==> src/rtl/res_st_issue.sv <==
// -----------------------------------------------------------------------------
// res_st_issue
// Reservation station that sits between the front end's rename-stage write
// port and a single execution unit. Each entry holds a micro-op plus two
// source operands. An operand is either ready (value captured) or waiting on
// a producer tag. Results broadcast on the common data bus (CDB) wake the
// waiting operands. The lowest-index entry with both operands ready is moved
// into a registered issue slot.
//
// Ports:
//   clk, rst            clock, asynchronous active-high reset
//   flush               synchronous squash of every entry and the issue slot
//   wr_*                front-end write port (one micro-op per cycle)
//   free_mask, full     occupancy view, taken from registered busy bits only
//   wr_collision        one-cycle pulse: the previous write hit a busy entry
//                       and was dropped
//   cdb_*               result broadcast (wake-up bus)
//   issue_*             registered issue port toward the execution unit
//
// Issue handshake: the execution unit takes a micro-op on any edge where
// issue_valid && issue_ready. While issue_valid is high and issue_ready is
// low, every issue_* output holds its value. The issue slot refills on an
// edge where it is empty or being drained (!issue_valid || issue_ready).
// -----------------------------------------------------------------------------
module res_st_issue #(
   parameter int DEPTH      = 8,
   parameter int TAG_WIDTH  = 6,
   parameter int DATA_WIDTH = 32,
   parameter int OP_WIDTH   = 16,
   localparam int AW        = (DEPTH > 1) ? $clog2(DEPTH) : 1
) (
   input  logic                  clk,
   input  logic                  rst,
   input  logic                  flush,
   input  logic                  wr_en,
   input  logic [AW-1:0]         wr_addr,
   input  logic [OP_WIDTH-1:0]   wr_op,
   input  logic [TAG_WIDTH-1:0]  wr_dst_tag,
   input  logic                  wr_rs1_rdy,
   input  logic                  wr_rs2_rdy,
   input  logic [TAG_WIDTH-1:0]  wr_rs1_tag,
   input  logic [TAG_WIDTH-1:0]  wr_rs2_tag,
   input  logic [DATA_WIDTH-1:0] wr_rs1_val,
   input  logic [DATA_WIDTH-1:0] wr_rs2_val,
   output logic [DEPTH-1:0]      free_mask,
   output logic                  full,
   output logic                  wr_collision,
   input  logic                  cdb_valid,
   input  logic [TAG_WIDTH-1:0]  cdb_tag,
   input  logic [DATA_WIDTH-1:0] cdb_data,
   output logic                  issue_valid,
   input  logic                  issue_ready,
   output logic [AW-1:0]         issue_addr,
   output logic [OP_WIDTH-1:0]   issue_op,
   output logic [TAG_WIDTH-1:0]  issue_dst_tag,
   output logic [DATA_WIDTH-1:0] issue_rs1_data,
   output logic [DATA_WIDTH-1:0] issue_rs2_data
);

   // Entry state: control bits carry reset, payload is plain datapath.
   logic [DEPTH-1:0]      busy;
   logic [DEPTH-1:0]      rs1_rdy;
   logic [DEPTH-1:0]      rs2_rdy;
   logic [OP_WIDTH-1:0]   op_q      [DEPTH];
   logic [TAG_WIDTH-1:0]  dst_q     [DEPTH];
   logic [TAG_WIDTH-1:0]  rs1_tag_q [DEPTH];
   logic [TAG_WIDTH-1:0]  rs2_tag_q [DEPTH];
   logic [DATA_WIDTH-1:0] rs1_val_q [DEPTH];
   logic [DATA_WIDTH-1:0] rs2_val_q [DEPTH];

   logic [DEPTH-1:0] cand;
   logic [DEPTH-1:0] wake1;
   logic [DEPTH-1:0] wake2;
   logic [AW-1:0]    sel;
   logic             found;
   logic             issue_open;
   logic             issue_load;
   logic             wr_accept;
   logic             fwd1;
   logic             fwd2;

   assign free_mask = ~busy;
   assign full      = &busy;

   // Selection looks only at registered state; a CDB hit this cycle makes the
   // entry a candidate on the following cycle.
   assign cand = busy & rs1_rdy & rs2_rdy;

   always_comb begin
      sel   = '0;
      found = |cand;
      // Scan downward so the lowest set index is the one left in sel.
      for (int i = DEPTH - 1; i >= 0; i--) begin
         if (cand[i]) sel = AW'(i);
      end
   end

   assign issue_open = !issue_valid || issue_ready;
   assign issue_load = issue_open && found;

   // An entry leaving for the issue slot this edge is still busy here, so a
   // write aimed at it is dropped as a collision.
   assign wr_accept = wr_en && !busy[wr_addr];

   // Write-time forwarding: a broadcast in the same cycle as the write.
   assign fwd1 = !wr_rs1_rdy && cdb_valid && (cdb_tag == wr_rs1_tag);
   assign fwd2 = !wr_rs2_rdy && cdb_valid && (cdb_tag == wr_rs2_tag);

   always_comb begin
      for (int i = 0; i < DEPTH; i++) begin
         wake1[i] = cdb_valid && busy[i] && !rs1_rdy[i] && (rs1_tag_q[i] == cdb_tag);
         wake2[i] = cdb_valid && busy[i] && !rs2_rdy[i] && (rs2_tag_q[i] == cdb_tag);
      end
   end

   // Control bits: busy, operand-ready, collision pulse.
   always_ff @(posedge clk or posedge rst) begin
      if (rst) begin
         busy         <= '0;
         rs1_rdy      <= '0;
         rs2_rdy      <= '0;
         wr_collision <= 1'b0;
      end else if (flush) begin
         busy         <= '0;
         wr_collision <= 1'b0;
      end else begin
         wr_collision <= wr_en && busy[wr_addr];
         for (int i = 0; i < DEPTH; i++) begin
            if (wr_accept && (wr_addr == AW'(i))) begin
               busy[i]    <= 1'b1;
               rs1_rdy[i] <= wr_rs1_rdy || fwd1;
               rs2_rdy[i] <= wr_rs2_rdy || fwd2;
            end else begin
               if (issue_load && (sel == AW'(i))) busy[i] <= 1'b0;
               if (wake1[i]) rs1_rdy[i] <= 1'b1;
               if (wake2[i]) rs2_rdy[i] <= 1'b1;
            end
         end
      end
   end

   // Payload: only ever read while the matching busy/rdy bits are set.
   always_ff @(posedge clk) begin
      for (int i = 0; i < DEPTH; i++) begin
         if (wr_accept && (wr_addr == AW'(i))) begin
            op_q[i]      <= wr_op;
            dst_q[i]     <= wr_dst_tag;
            rs1_tag_q[i] <= wr_rs1_tag;
            rs2_tag_q[i] <= wr_rs2_tag;
            rs1_val_q[i] <= wr_rs1_rdy ? wr_rs1_val : cdb_data;
            rs2_val_q[i] <= wr_rs2_rdy ? wr_rs2_val : cdb_data;
         end else begin
            if (wake1[i]) rs1_val_q[i] <= cdb_data;
            if (wake2[i]) rs2_val_q[i] <= cdb_data;
         end
      end
   end

   // Issue register.
   always_ff @(posedge clk or posedge rst) begin
      if (rst) begin
         issue_valid    <= 1'b0;
         issue_addr     <= '0;
         issue_op       <= '0;
         issue_dst_tag  <= '0;
         issue_rs1_data <= '0;
         issue_rs2_data <= '0;
      end else if (flush) begin
         issue_valid <= 1'b0;
      end else if (issue_load) begin
         issue_valid    <= 1'b1;
         issue_addr     <= sel;
         issue_op       <= op_q[sel];
         issue_dst_tag  <= dst_q[sel];
         issue_rs1_data <= rs1_val_q[sel];
         issue_rs2_data <= rs2_val_q[sel];
      end else if (issue_open) begin
         issue_valid <= 1'b0;
      end
   end

endmodule
==> config.mk <==
export PLATFORM = sky130hd
export DESIGN_NAME = res_st_issue
export DESIGN_NICKNAME = d
export VERILOG_FILES = /design/src/rtl/res_st_issue.sv
export SDC_FILE = /design/constraint.sdc
export NUM_CORES = 2
export LEC_CHECK = 0
export ABC_AREA = 1
export CORE_AREA = 2 2 274 276
export DETAILED_ROUTE_END_ITERATION = 8
export DIE_AREA = 0 0 276 278
export PLACE_DENSITY = 0.8
export SLEW_MARGIN = 15
export SYNTH_ARGS = -nofsm -noshare
export SYNTH_HDL_FRONTEND = slang
export SYNTH_SLANG_ARGS = --single-unit
==> constraint.sdc <==
create_clock -name clk -period 7.45 [get_ports clk]
set_input_delay 1.49 -clock clk [delete_from_list [all_inputs] [get_ports clk]]
set_output_delay 1.49 -clock clk [all_outputs]
set_load 0.01 [all_outputs]
==> metrics <==
outcome complete, but fails checks; failing checks design-rule violations; Area contributors post-synth edfxtp_1, nand2_1, dfrtp_1, o21ai_0, nand3_1; Commonest cells post-synth nand2_1, edfxtp_1, o21ai_0; Resize count post-CTS 0; Hold WS around 0.50 ns; core area 73800 µm²; worst vdd ir 0.000185 V; main flop type after synthesis edfxtp_1; Final ANT Viol Nets 0; Post-CTS Hold Buffers 0; CTS Sinks ~900; placer congestion estimate 0.912; Cell Rows 100; data arrival time of the critical path approximately 5 ns; first-pass GRT wire length approximately 200 mm; WS Path Type primary input to flop; drt via density just over 6; syn avg cell area 9.11 µm²; largest net degree at the start of global routing between 150 and 200; Leak approximately 21 nW; Slew Viols, Final 0; library cells used by synthesis 41; synth-to-layout area growth 12.6%; vias in the first global route 34208; maxcap violations 0; Die Area between 70000 and 80000 µm²; Synth Warn # 0; pwr/cell area ~260 nW/µm²; Syn Nets between 4000 and 5000; Worst Min Path Start issue_rs2_data[7]; CTS Buf Count 93; drt first pass iters 9; Async SR Flop Fraction about an eighth; # H-tree levels 3; clk_lat worst skew 0.65 ns; chip width roughly 280 µm; I/O pin total around 250; Mapped Cells 4825; Die Ht roughly 280 µm; gr usage total roughly a third; Critical R2R Launch busy[4]; setup bufs post-CTS 0; Clk pin slew, worst setup/hold paths around 0.060 ns; #FFs+latches synth roughly 900; CP Capture Type flop; minimum clock period approximately 4.6 ns; hold depth 2; Tightest Hold Check Type flop to flop; vias around 36000; hold violation count in the final report 0; initial antenna violation count 0; crit path max fanout 66; CTS tree done; Final setup viols 0; Final #Nets 5025; R2R Setup Slk ~2.9 ns; Root Buffer clkbuf_16; worst r2r path cells 13; biggest area consumer among synthesized cells edfxtp_1; share of layout cells above drive strength 1 6.34%; Cell Area, Synth around 44000 µm²; Tcrit/Tclk final slightly above 60%; global route overflow 0; clk buf depth 3; fmax ~220 MHz; Detailed Place HPWL approximately 72 mm; Post-Route Setup TNS 0 ns; clock skew ~0.025 ns; sequential element share of the synthesized area between 60% and 70%; count leader, synth nand2_1; DRC violations left 26; number of enable flip-flop cells after synthesis approximately 800; Worst Setup Start Kind primary input; area share of the largest cell type after synthesis about 54%; Port Buffers around 250; starting density of the core approximately three fifths; detailed-route wire length ~130 mm; Tightest Pin Transition 1.18 ns; WHS Endpoint issue_rs2_data[7]; RR Endpoint issue_dst_tag[4]; WP data required ~7.8 ns; Rel. slew slack roughly a fifth; DRT iter0 DRCs ~5400; per-cell routed wire length 21.9 µm; RSZ-0062 raised after global routing false
[logic make-up after synthesis]
group / after synthesis / synth area share, %
DFF: 899 / 60.1
xor gates and xnor gates: 60 / 1.20
AOI/OAI and AO/OA: 677 / 7.85
muxes: 1 / 0.0313
buffers and inverters: 509 / 5.39
and+or+nand+nor: 2679 / 25.4
[report_power, final]
group	internal, mW	total, mW	switching, mW
logic	0.918	2.26	1.34
clock network	2.68	4.66	1.98
registers	5.87	6.17	0.301
total	9.47	13.1	3.62
[layer usage]
metal	share of wire, %	wire (µm)	global-route usage, %	up-vias
met4	4.2	5460	15.0	0
li1	-	-	-	16240
met5	0	0	0	-
met3	12	16100	5.65	345
met2	47	61100	54.8	2534
met1	36	47400	44.4	16663
[worst max-delay path by stage]
stage	startpoint	to	slack, ns	depth (start not counted)
floorplan	rst	busy[0]	2.92	1
global placement	cdb_tag[4]	rs2_val_q[7][20]	2.33	9
detailed placement	cdb_tag[4]	rs2_val_q[7][17]	2.21	9
CTS	cdb_tag[4]	rs2_val_q[7][20]	2.87	9
global route	busy[4]	issue_rs1_data[31]	2.54	13
finish	cdb_tag[4]	rs2_val_q[7][20]	2.81	9
[layout make-up]
| type | instances | area (µm²) |
|---|---|---|
| diodes | 1 | 2.50 |
| well taps | 969 | 1210 |
| clock inverters | 40 | 392 |
| clock buffers | 133 | 2640 |
| fillers | 5496 | 24300 |
| repair buffers | 316 | 2990 |
| flip-flops and latches | 899 | 26400 |
| inverters | 151 | 579 |
| multi-input cells | 3417 | 15200 |
[critical path, cell delays in order]
cell,delay (ns)
clkdlybuf4s50_1,0.85
buf_4,0.30
inv_1,0.16
o22ai_1,0.16
a211oi_1,0.06
nand4_1,0.09
buf_4,0.54
nand2_1,0.85
buf_4,0.49
[state kept, by name, summed over array words and instances, names as in the netlist, 16 cells and up]
name            count
rs1_val_q         256
rs2_val_q         256
op_q              128
dst_q              48
rs1_tag_q          48
rs2_tag_q          48
issue_rs1_data     32
issue_rs2_data     32
issue_op           16
[placed cells by master, fill, tap and decap left out, drive strengths merged, types with 10 or more instances in the layout]
master / instances
xor2: 42
nand3: 453
clkbuf: 133
nor3: 18
edfxtp: 784
nand4: 19
o21ai: 621
clkdlybuf4s50: 244
dfrtp: 115
nand2: 2154
inv: 152
o22ai: 10
xnor2: 18
nor2: 24
a21oi: 31
buf: 72
clkinv: 31
[per-stage QoR]
| stage | area (µm²) | setup slack [ns] | instances | total power [mW] | util [%] |
|---|---|---|---|---|---|
| 6_report | 49500 | 2.81 | 5926 | 13.1 | 67.0 |
| 5_1_grt | 49500 | 2.54 | 5925 | 13.5 | 67.0 |
| 4_1_cts | 49500 | 2.87 | 5925 | 13.1 | 67.0 |
| 3_5_place_dp | 46400 | 2.21 | 5752 | 8.49 | 62.9 |
| 3_3_place_gp | 46400 | 2.33 | 5752 | 8.43 | 62.9 |
| 2_1_floorplan | 43900 | 2.92 | 4825 | 7.38 | - |
(Power assumes the default switching activity.)
